File: src/rtl/input_debouncer_pkg.sv
// input_debouncer_pkg
// Shared definitions for the input debouncer slice: parameter defaults
// and the 2-bit FSM state encoding used by the top-level qualifier.
// No ports; imported by input_debouncer.
package input_debouncer_pkg;

    localparam int SYNC_STAGES_DEF     = 2;
    localparam int DEBOUNCE_CYCLES_DEF = 16;
    localparam int GLITCH_W_DEF        = 8;

    // Bit 1 holds the level being tracked, and bit 0 is set while a change
    // is being qualified.
    typedef enum logic [1:0] {
        STABLE_LO = 2'b00,
        CHK_HI    = 2'b01,
        STABLE_HI = 2'b10,
        CHK_LO    = 2'b11
    } state_t;

endpackage

File: src/rtl/bit_synchronizer.sv
// bit_synchronizer
// Multi-flop synchronizer that brings a single asynchronous bit into the
// clk domain. The output is the last flop of the chain.
// Ports:
//   clk - sampling clock, rising edge
//   rst - asynchronous active-low reset, clears the whole chain to 0
//   d   - asynchronous input bit
//   q   - synchronized output, STAGES rising edges behind d
module bit_synchronizer #(
    parameter int STAGES = 2
) (
    input  logic clk,
    input  logic rst,
    input  logic d,
    output logic q
);

    logic [STAGES-1:0] chain;

    // Shift register. Bit 0 is the metastability-catching flop.
    always_ff @(posedge clk or negedge rst) begin
        if (!rst) begin
            chain <= '0;
        end else begin
            chain <= {chain[STAGES-2:0], d};
        end
    end

    assign q = chain[STAGES-1];

endmodule

File: src/rtl/input_debouncer.sv
// input_debouncer
// Synchronizes a raw switch/pin input and accepts a new level only after it
// has been seen stable for DEBOUNCE_CYCLES+1 consecutive samples. Changes
// that do not survive qualification are counted as glitches.
// Ports:
//   clk        - single clock, rising edge
//   rst        - asynchronous active-low reset
//   din_async  - raw asynchronous input
//   glitch_clr - synchronous clear of glitch_cnt; it takes priority over an increment
//   d_clean    - registered debounced level
//   busy       - registered; high while a candidate change is being qualified
//   glitch_cnt - saturating count of rejected candidate changes
module input_debouncer
    import input_debouncer_pkg::*;
#(
    parameter int SYNC_STAGES     = SYNC_STAGES_DEF,
    parameter int DEBOUNCE_CYCLES = DEBOUNCE_CYCLES_DEF,
    parameter int GLITCH_W        = GLITCH_W_DEF
) (
    input  logic                clk,
    input  logic                rst,
    input  logic                din_async,
    input  logic                glitch_clr,
    output logic                d_clean,
    output logic                busy,
    output logic [GLITCH_W-1:0] glitch_cnt
);

    localparam int                  CNT_W      = $clog2(DEBOUNCE_CYCLES);
    localparam logic [CNT_W-1:0]    CNT_LAST   = CNT_W'(DEBOUNCE_CYCLES - 1);
    localparam logic [GLITCH_W-1:0] GLITCH_MAX = '1;

    logic             s;
    state_t           state;
    state_t           next_state;
    logic [CNT_W-1:0] cnt;
    logic [CNT_W-1:0] cnt_next;
    logic             glitch_event;

    bit_synchronizer #(
        .STAGES (SYNC_STAGES)
    ) u_sync (
        .clk (clk),
        .rst (rst),
        .d   (din_async),
        .q   (s)
    );

    // Next-state logic. cnt counts the samples that follow entry into a
    // check state. The candidate level is accepted on the sample where cnt
    // already equals DEBOUNCE_CYCLES-1. That sample is sample
    // DEBOUNCE_CYCLES+1 of the run, counting the entry sample.
    always_comb begin
        next_state   = state;
        cnt_next     = cnt;
        glitch_event = 1'b0;
        case (state)
            STABLE_LO: begin
                if (s) begin
                    next_state = CHK_HI;
                    cnt_next   = '0;
                end
            end
            CHK_HI: begin
                if (!s) begin
                    next_state   = STABLE_LO;
                    cnt_next     = '0;
                    glitch_event = 1'b1;
                end else if (cnt == CNT_LAST) begin
                    next_state = STABLE_HI;
                    cnt_next   = '0;
                end else begin
                    cnt_next = cnt + 1'b1;
                end
            end
            STABLE_HI: begin
                if (!s) begin
                    next_state = CHK_LO;
                    cnt_next   = '0;
                end
            end
            CHK_LO: begin
                if (s) begin
                    next_state   = STABLE_HI;
                    cnt_next     = '0;
                    glitch_event = 1'b1;
                end else if (cnt == CNT_LAST) begin
                    next_state = STABLE_LO;
                    cnt_next   = '0;
                end else begin
                    cnt_next = cnt + 1'b1;
                end
            end
            default: begin
                next_state = STABLE_LO;
                cnt_next   = '0;
            end
        endcase
    end

    // State, counter and outputs are registered together. d_clean and busy
    // are decoded from next_state, so they equal a decode of the state
    // register. Because they are flops, they cannot glitch.
    always_ff @(posedge clk or negedge rst) begin
        if (!rst) begin
            state   <= STABLE_LO;
            cnt     <= '0;
            d_clean <= 1'b0;
            busy    <= 1'b0;
        end else begin
            state   <= next_state;
            cnt     <= cnt_next;
            d_clean <= (next_state == STABLE_HI) || (next_state == CHK_LO);
            busy    <= (next_state == CHK_HI) || (next_state == CHK_LO);
        end
    end

    // Rejected-change counter. It saturates instead of wrapping, and the
    // clear request overrides a simultaneous increment.
    always_ff @(posedge clk or negedge rst) begin
        if (!rst) begin
            glitch_cnt <= '0;
        end else if (glitch_clr) begin
            glitch_cnt <= '0;
        end else if (glitch_event && (glitch_cnt != GLITCH_MAX)) begin
            glitch_cnt <= glitch_cnt + 1'b1;
        end
    end

endmodule

File: config.mk
export PLATFORM = sky130hd
export DESIGN_NAME = input_debouncer
export DESIGN_NICKNAME = d
export VERILOG_FILES = /design/src/rtl/input_debouncer_pkg.sv /design/src/rtl/bit_synchronizer.sv /design/src/rtl/input_debouncer.sv
export SDC_FILE = /design/constraint.sdc
export NUM_CORES = 1
export LEC_CHECK = 0
export BUFFER_PORTS_ARGS = -buffer_cell sky130_fd_sc_hd__buf_4
export CORE_ASPECT_RATIO = 1.25
export CORE_MARGIN = 4
export CORE_UTILIZATION = 50
export DETAILED_ROUTE_END_ITERATION = 6
export PLACE_DENSITY = 0.74
export SETUP_SLACK_MARGIN = 0.5
export SLEW_MARGIN = 30
export SYNTH_ARGS = -nofsm -noshare
export SYNTH_HDL_FRONTEND = slang
export SYNTH_SLANG_ARGS = --single-unit
export TNS_END_PERCENT = 20
File: constraint.sdc
create_clock -name clk -period 1.8 [get_ports clk]
set_input_delay 0.09 -clock clk [delete_from_list [all_inputs] [get_ports clk]]
set_output_delay 0.09 -clock clk [all_outputs]
set_load 0.005 [all_outputs]
==> impl_metrics.toml, run 1 <==
[place]
pre_cts_slack_ps = 384
post-dp-hpwl_mm = 1.21
place_congestion = 0.772
numPortBuffers = 13
placed_area_sq_um = 985

[logic_synthesis]
ys_async_sr_fraction = 1.00
synth_xor_area_frac = 0.0593
synth_edf_count = 0
synth_mux_area_frac = 0.0564
synth.top_cells.by_area = "dfrtp_1 50%, nand3_1 3.6%, nor2_1 3.1%"
ys_warn_count = 0
syn_area_per_cell_sq_um = 10.7
synth_compound_area_frac = 0.139
syn_inst = 79
yosysUniqueCellTypes = 31
synth_fp_nets = 85
synth.largest_area_cell = "dfrtp_1"
ys_ff_latch = 17
syn-cell-area_sq_um = 843
synth-adder-area-share = 0.0297
synth-main-ff-cell = "dfrtp_1"
yosysTopAreaCellShare = 0.504
synth_seq_area_share = 0.504
synth_top_family_by_area = "simple AND/OR/NAND/NOR gates"
synth-simple-area-share = 0.197

[die]
io_pins = 14
start_util = 0.533
die_area_sq_mm = 0.00241
die_h_um = 53.9
row_count = 16
fp.dieW_um = 44.7
fp.coreArea_sq_mm = 0.00158

[status]
outcome = "finished, final reports clean"

[clock_tree]
clk_pin_slew_worst_paths_ps = 100
cts_sinks = 17
clockBufferDepth = 2
h-tree-depth = 1
cts_tree = "built"
worstSkewPairLatency_ps = 290
numCtsBuffers = 3
cts_root_buf = "clkbuf_4"

[global_route]
grt.overflow.total = 0
track_usage = 0.176
grt_pass1_wl_mm = 3.04
grt_max_degree = 18
antenna_found_initial = 0
first_global_vias = 691

[worst_setup_path]
reg2reg_from = "state[1]$_DFF_PN0_"
r2r_setup_slack_ps = 420
cp_max_fo = 4
path_class = "flop to flop"
end_kind = "flop"
required_ps = 2010
critPathLaunchType = "flop"
r2r_cells = 4
r2r-end = "glitch_cnt[7]$_DFFE_PN0P_"
cp.arrival_ps = 1580

[sta]
slew_headroom = 0.808
finalMaxSlewViolations = 0
fin_hold_ws_ps = 18.8
clock_skew_ps = 1.68
period_share = 0.764
fmax_ghz = 0.727
finalCriticalPeriod_ps = 1380
rsz0062_at_grt = "yes"
tns_ps = 0
worst_slew_pin_slew_ps = 286
finalSetupViolations = 0
layout_setup_ws_ps = 425
hold_viol = 0

[final_layout]
drive_gt1_frac = 0.448
final_common_cell = "buf_4"
fin_nets = 112
area_growth_pct = 36.1
diodes = 0
fin_area_sq_mm = 0.00115
mostFrequentLayoutCells = "22 x buf_4, 12 x dfrtp_1, 6 x nand2_1, 6 x nor2_1, 5 x dfrtp_2"

[drt]
drtAntennaViolNets = 0
viasPerCell = 5.54
wl_per_cell_um = 14.5
dr_total_vias = 682
drt_first_pass_iters = 4
drt-initial-drc-count = 5
wirelength_mm = 1.79
detail_route.drc_violations = 0

[job]
cap_violations = 0

[worst_hold_path]
worst_hold_path.endpoint = "glitch_cnt[6]$_DFFE_PN0P_"
hold_path_class = "primary input to flop"
hp-start = "glitch_clr"
min_path_cells = 2

[power_and_ir_drop]
vdd_drop_max_mv = 0.574
leakage_nw = 0.519
powerDensity_mw_per_mm2 = 596
==> cells by family after synthesis <==
family | Yosys count
simple gates | 32
compound gates | 18
flops | 17
xor+xnor | 4
mux | 4
buf+inv | 2
fa+ha+maj | 2
==> power by group <==
part           internal (mW)  switching (mW)  total (mW)
combinational         0.0388          0.0366      0.0754
clock                 0.0829           0.122       0.205
sequential             0.392          0.0119       0.404
==> final cells by class <==
| type | instances | area, sq um |
|---|---|---|
| Multi-Input combinational cell | 60 | 480 |
| Fill cell | 127 | 434 |
| Sequential cell | 17 | 432 |
| Timing Repair Buffer | 24 | 185 |
| Clock buffer | 3 | 22.5 |
| Tap cell | 18 | 22.5 |
| Clock inverter | 1 | 5.00 |
==> through the flow <==
stage | cells | utilization | power, mW
detailed placement | 109 | 0.623 | 0.468
floorplan | 79 | - | 0.441
CTS | 122 | 0.710 | 0.690
finish | 123 | 0.725 | 0.684
global placement | 109 | 0.623 | 0.465
global route | 123 | 0.725 | 0.715
==> Yosys cell counts (all sizes together) (2+ instances only) <==
library cell / number
and3: 2
a21oi: 4
o21ai: 4
nand3b: 2
nand4: 3
a211oi: 2
nand3: 7
xor2: 3
nor2: 8
mux2: 3
nand2: 6
a31oi: 3
ha: 2
nor2b: 2
dfrtp: 17
==> routing by layer <==
| metal | vias to the layer above | track usage | share of wire |
|---|---|---|---|
| li1 | 338 | - | - |
| met1 | 328 | 0.209 | 0.44 |
| met2 | 14 | 0.309 | 0.51 |
| met3 | 2 | 0.0201 | 0.037 |
| met4 | 0 | 0.0854 | 0.012 |
| met5 | - | 0 | 0 |
==> worst max-delay path: stages (launching register included) <==
cell,delay [ps]
dfrtp_2,500
xor2_4,230
nor3_2,270
nor2_1,70
a211oi_1,220
==> timing repair <==
item,4_1_cts,5_1_grt
endpoints found under the setup margin,9,10
resized for setup,8,5
hold endpoints to repair,18,0
gates cloned,0,0
pin swaps,5,4
hold buffers,2,0
buffers inserted,7,1
==> how the worst max path moves through the flow <==
stage	from	to	slack (ps)	cells past startpoint
5_1_grt	glitch_cnt[0]$_DFFE_PN0P_	glitch_cnt[1]$_DFFE_PN0P_	390	5
4_1_cts	state[1]$_DFF_PN0_	glitch_cnt[4]$_DFFE_PN0P_	440	4
3_5_place_dp	u_sync.chain[1]$_DFF_PN0_	glitch_cnt[7]$_DFFE_PN0P_	380	4
6_report	state[1]$_DFF_PN0_	glitch_cnt[7]$_DFFE_PN0P_	420	4
3_3_place_gp	u_sync.chain[1]$_DFF_PN0_	glitch_cnt[7]$_DFFE_PN0P_	410	4
2_1_floorplan	glitch_cnt[0]$_DFFE_PN0P_	glitch_cnt[4]$_DFFE_PN0P_	470	5
==> flip-flops by register name, summed over array words and instances (netlist names) <==
signal and count:
state 2, u_sync.chain 2, d_clean 1, cnt 4
glitch_cnt 8
(Power assumes the default switching activity.)
==> inputs of run 2 (changes only) <==
==> constraint.sdc (replaced) <==
create_clock -name clk -period 1.45 [get_ports clk]
set_input_delay 0.0725 -clock clk [delete_from_list [all_inputs] [get_ports clk]]
set_output_delay 0.0725 -clock clk [all_outputs]
set_load 0.005 [all_outputs]
==> run 2 against run 1 <==
Compared with the run above: highest routed layer unchanged; critical endpoint is now glitch_cnt[1]$_DFFE_PN0P_; sequential power up 24%; hold slack got worse by 14 ps; critical path depth increased by 1; count of clock-buffer cells in the layout is the same; die area unchanged; maximum frequency increased by 2.9%; clock power grew 20%; utilization grew 4.2 points; final cell count increased by 7.3%; clock skew rose by 9.0 ps.
==> impl_metrics.toml, run 2 (same netlist as run 1, synthesis figures left out) <==
[sta]
tns_ps = 0
clock_skew_ps = 10.7
layout_setup_ws_ps = 113
finalSetupViolations = 0
hold_viol = 0
finalCriticalPeriod_ps = 1340
finalMaxSlewViolations = 0
slew_headroom = 0.790
period_share = 0.922
worst_slew_pin_slew_ps = 313
rsz0062_at_grt = "yes"
fmax_ghz = 0.748
fin_hold_ws_ps = 5.13

[worst_hold_path]
hp-start = "glitch_clr"
hold_path_class = "primary input to flop"

[final_layout]
largest_reg_flops = 8
fin_nets = 121
top_regs = "glitch_cnt x8, cnt x4"
post-route-util = 0.767
area_growth_pct = 43.9
drive_gt1_frac = 0.482
fin_area_sq_mm = 0.00121
largest-register = "glitch_cnt"
diodes = 0
fin_cells = 132
mostFrequentLayoutCells = "30 x buf_4, 13 x dfrtp_1, 7 x nor2_1, 5 x nand2_1"
n_fill_cell = 104
final_common_cell = "buf_4"

[drt]
wirelength_mm = 1.92
drt-initial-drc-count = 19
drt_first_pass_iters = 4
dr_total_vias = 742
detail_route.drc_violations = 0
viasPerCell = 5.62
wl_per_cell_um = 14.5
drtAntennaViolNets = 0

[place]
numPortBuffers = 13
pre_cts_slack_ps = 57.6
place_inst = 115
placed_area_sq_mm = 0.00103
post-dp-hpwl_mm = 1.29
place_congestion = 0.854

[power_and_ir_drop]
power_mw = 0.856
p_sw_mw = 0.209
comb_power_share = 0.128
vdd_drop_max_mv = 0.505
p_seq_frac = 0.583
cell_internal_pwr_mw = 0.646
powerDensity_mw_per_mm2 = 705
leakage_nw = 0.572
p_clk_frac = 0.289
swShare = 0.245

[clock_tree]
numCtsBuffers = 3
worstSkewPairLatency_ps = 290
h-tree-depth = 1
cts_tree = "built"
cts_root_buf = "clkbuf_4"
clockBufferDepth = 2
clk_pin_slew_worst_paths_ps = 100
ctsHoldBuffers = 2
cts_sinks = 17

[global_route]
track_usage = 0.193
first_global_vias = 709
grt_pass1_wl_mm = 3.25
grt_max_degree = 18
antenna_found_initial = 0
grt.overflow.total = 0

[worst_setup_path]
path_class = "flop to flop"
cp-startpoint = "glitch_cnt[0]$_DFFE_PN0P_"
reg2reg_from = "glitch_cnt[0]$_DFFE_PN0P_"
required_ps = 1640
end_kind = "flop"
cp_max_fo = 3
cp.arrival_ps = 1530
critPathLaunchType = "flop"

[die]
die_h_um = 53.9
io_pins = 14
start_util = 0.533
die_area_sq_mm = 0.00241
fp.coreArea_sq_mm = 0.00158
row_count = 16
fp.dieW_um = 44.7

[status]
outcome = "finished, final reports clean"

[job]
cap_violations = 0
## run 2: final timing paths
kind                                        endpoint  slack, ps  depth (start not counted)
hold reg to reg            u_sync.chain[1]$_DFF_PN0_        360                          0
max in group asynchronous  u_sync.chain[1]$_DFF_PN0_       1060                          2
min in group asynchronous  glitch_cnt[0]$_DFFE_PN0P_        170                          2
hold / removal             glitch_cnt[7]$_DFFE_PN0P_          5                          2
setup / recovery           glitch_cnt[1]$_DFFE_PN0P_        110                          5
setup reg to reg           glitch_cnt[1]$_DFFE_PN0P_        110                          5
## run 2: cell type report
cell class / count / area, sq um / share of cell area
multi-input combinational: 60 / 477 / 0.393
sequential: 17 / 430 / 0.355
timing repair buffer: 33 / 256 / 0.211
clock buffer: 3 / 22.5 / 0.0186
tap: 18 / 22.5 / 0.0186
clock inverter: 1 / 5.00 / 0.00412
## run 2: metal layers
metal  global-route usage  vias up  share of wire
met5                    0        -              0
met4               0.0905        0          0.011
met3               0.0401        4          0.043
met2                0.325       21           0.50
met1                0.231      356           0.45
li1                     -      361              -
## run 2: what timing repair did
item | 4_1_cts | 5_1_grt
hold endpoints to repair | 22 | 5
setup endpoints to repair | 24 | 24
gates resized for setup | 9 | 2
buffers inserted | 10 | 1
gates cloned | 0 | 0
pin swaps | 8 | 4
## run 2: critical path: stages (launching register included)
cell	delay, ps
dfrtp_1	420
ha_4	170
nand3_2	70
o211ai_1	310
mux2i_1	220
nor2_1	50
## run 2: power by group through the flow
stage / Combinational, mW / Clock [mW] / Sequential (mW)
2_1_floorplan: 0.0371 / 0 / 0.510
3_3_place_gp: 0.0826 / 0 / 0.507
3_5_place_dp: 0.0857 / 0 / 0.508
4_1_cts: 0.108 / 0.262 / 0.498
5_1_grt: 0.121 / 0.284 / 0.500
6_report: 0.110 / 0.247 / 0.499
==> inputs of run 3 (changes only) <==
--- a/config.mk
+++ b/config.mk
@@ -9,10 +9,11 @@
 export CORE_ASPECT_RATIO = 1.25
 export CORE_MARGIN = 4
 export CORE_UTILIZATION = 50
+export CTS_CLUSTER_SIZE = 25
 export DETAILED_ROUTE_END_ITERATION = 6
-export PLACE_DENSITY = 0.74
+export PLACE_DENSITY = 0.72
 export SETUP_SLACK_MARGIN = 0.5
-export SLEW_MARGIN = 30
+export SLEW_MARGIN = 20
 export SYNTH_ARGS = -nofsm -noshare
 export SYNTH_HDL_FRONTEND = slang
 export SYNTH_SLANG_ARGS = --single-unit
==> run 3 against run 2 <==
Compared with the run above: count of clock-buffer cells in the layout is 1 higher; maximum frequency down 5.1%; critical path depth is the same; register-to-register slack got worse by 70 ps; first-iteration DRC count increased by 21%; via count grew 3.9%; total power shrank 0.43%; sequential share of layout area decreased by 0.43 points; critical path type unchanged; highest routed layer unchanged.
==> impl_metrics.toml, run 3 (same netlist as run 1, synthesis figures left out) <==
[drt]
drt-initial-drc-count = 23
detail_route.drc_violations = 0
drt_first_pass_iters = 5
dr_total_vias = 771
drtAntennaViolNets = 0
wirelength_mm = 2.09
wl_per_cell_um = 15.7
viasPerCell = 5.80

[die]
die_area_sq_mm = 0.00241
fp.dieW_um = 44.7
io_pins = 14
row_count = 16
fp.coreArea_sq_mm = 0.00158
die_h_um = 53.9
start_util = 0.533

[global_route]
grt.overflow.total = 0
antenna_found_initial = 0
grt_max_degree = 18
grt_pass1_wl_mm = 3.43
track_usage = 0.191
first_global_vias = 768

[worst_setup_path]
required_ps = 1640
cp_max_fo = 3
path_cells = "buf_4 -> nand4_1 -> nor3_1 -> nor2_1 -> a211oi_1"
worst_path_largest_cell_delay_ps = 400
cp.arrival_ps = 1600
critPathSlowestCell = "dfrtp_1"
path_class = "flop to flop"
critPathLaunchType = "flop"
end_kind = "flop"

[clock_tree]
cts_tree = "built"
clockBufferDepth = 2
worstSkewPairLatency_ps = 280
h-tree-depth = 1
cts_root_buf = "clkbuf_4"
clk_pin_slew_worst_paths_ps = 100
cts_sinks = 17
numCtsBuffers = 3

[place]
numPortBuffers = 13
place_inst = 115
place_congestion = 0.788

[status]
outcome = "finished, final reports clean"

[sta]
finalSetupViolations = 0
finalMaxSlewViolations = 0
clock_skew_ps = 5.49
hold_viol = 0
tns_ps = 0
fmax_ghz = 0.710
slew_headroom = 0.788
period_share = 0.972
fin_hold_ws_ps = 13.1
rsz0062_at_grt = "yes"
finalCriticalPeriod_ps = 1410
worst_slew_pin_slew_ps = 317

[job]
cap_violations = 0

[final_layout]
largest-register = "glitch_cnt"
largest_reg_flops = 8
n_fill_cell = 93
fin_cells = 133
top_regs = "glitch_cnt x8, cnt x4"
mostFrequentLayoutCells = "30 x buf_4, 13 x dfrtp_1, 6 x nor2_1, 5 x nand2_1"
diodes = 0
final_common_cell = "buf_4"
fin_nets = 122
drive_gt1_frac = 0.461
area_growth_pct = 45.7

[power_and_ir_drop]
vdd_drop_max_mv = 0.591
powerDensity_mw_per_mm2 = 693
power_mw = 0.852
leakage_nw = 0.583

[worst_hold_path]
hold_path_class = "primary input to flop"
## run 3: what timing repair did
action	CTS	global route
resized for setup	7	3
pin swaps	5	3
setup buffers	7	4
hold endpoints to repair	18	1
setup endpoints to repair	23	24
hold buffers	2	1
## run 3: report_power, final
part | switching [mW] | internal (mW) | leakage, nW
logic | 0.0503 | 0.0528 | 0.345
clock network | 0.143 | 0.107 | 0.0150
registers | 0.0130 | 0.486 | 0.222
## run 3: through the flow
stage / setup WS [ps] / area, sq um / util
after floorplan: 115 / 873 / -
after global placement: 89.4 / 1030 / 0.654
after detailed placement: 42.5 / 1030 / 0.654
after CTS: 97.5 / 1180 / 0.748
after global routing: -60.8 / 1230 / 0.777
final: 41.3 / 1230 / 0.777
## run 3: critical path: cells and delay by family (launching register included)
family / cells / cell delay, ps
AO/OA/AOI/OAI: 1 / 220
flip-flops: 1 / 400
AND/OR/NAND/NOR: 3 / 550
buffers and inverters: 1 / 150
## run 3: path summary, 6_finish.rpt
| check | from | endpoint | slack, ps | cells past startpoint |
|---|---|---|---|---|
| setup / recovery | glitch_cnt[0]$_DFFE_PN0P_ | glitch_cnt[7]$_DFFE_PN0P_ | 40 | 5 |
| hold / removal | glitch_clr | glitch_cnt[1]$_DFFE_PN0P_ | 10 | 2 |
| setup reg to reg | glitch_cnt[0]$_DFFE_PN0P_ | glitch_cnt[7]$_DFFE_PN0P_ | 40 | 5 |
| hold reg to reg | u_sync.chain[0]$_DFF_PN0_ | u_sync.chain[1]$_DFF_PN0_ | 370 | 0 |
| max in group asynchronous | rst | u_sync.chain[1]$_DFF_PN0_ | 1060 | 2 |
| min in group asynchronous | rst | glitch_cnt[6]$_DFFE_PN0P_ | 180 | 2 |
## run 3: final cells by class
cell class              instances  area (sq um)  area share
multi-input cells              60           474       0.386
flip-flops and latches         17           430       0.350
repair buffers                 34           275       0.224
clock buffers                   4          26.3      0.0214
well taps                      18          22.5      0.0183
## run 3: routing by layer
| metal | global-route usage | part of all wire |
|---|---|---|
| met5 | 0 | 0 |
| met4 | 0.0603 | 0.013 |
| met3 | 0.0234 | 0.041 |
| met2 | 0.342 | 0.52 |
| met1 | 0.233 | 0.43 |
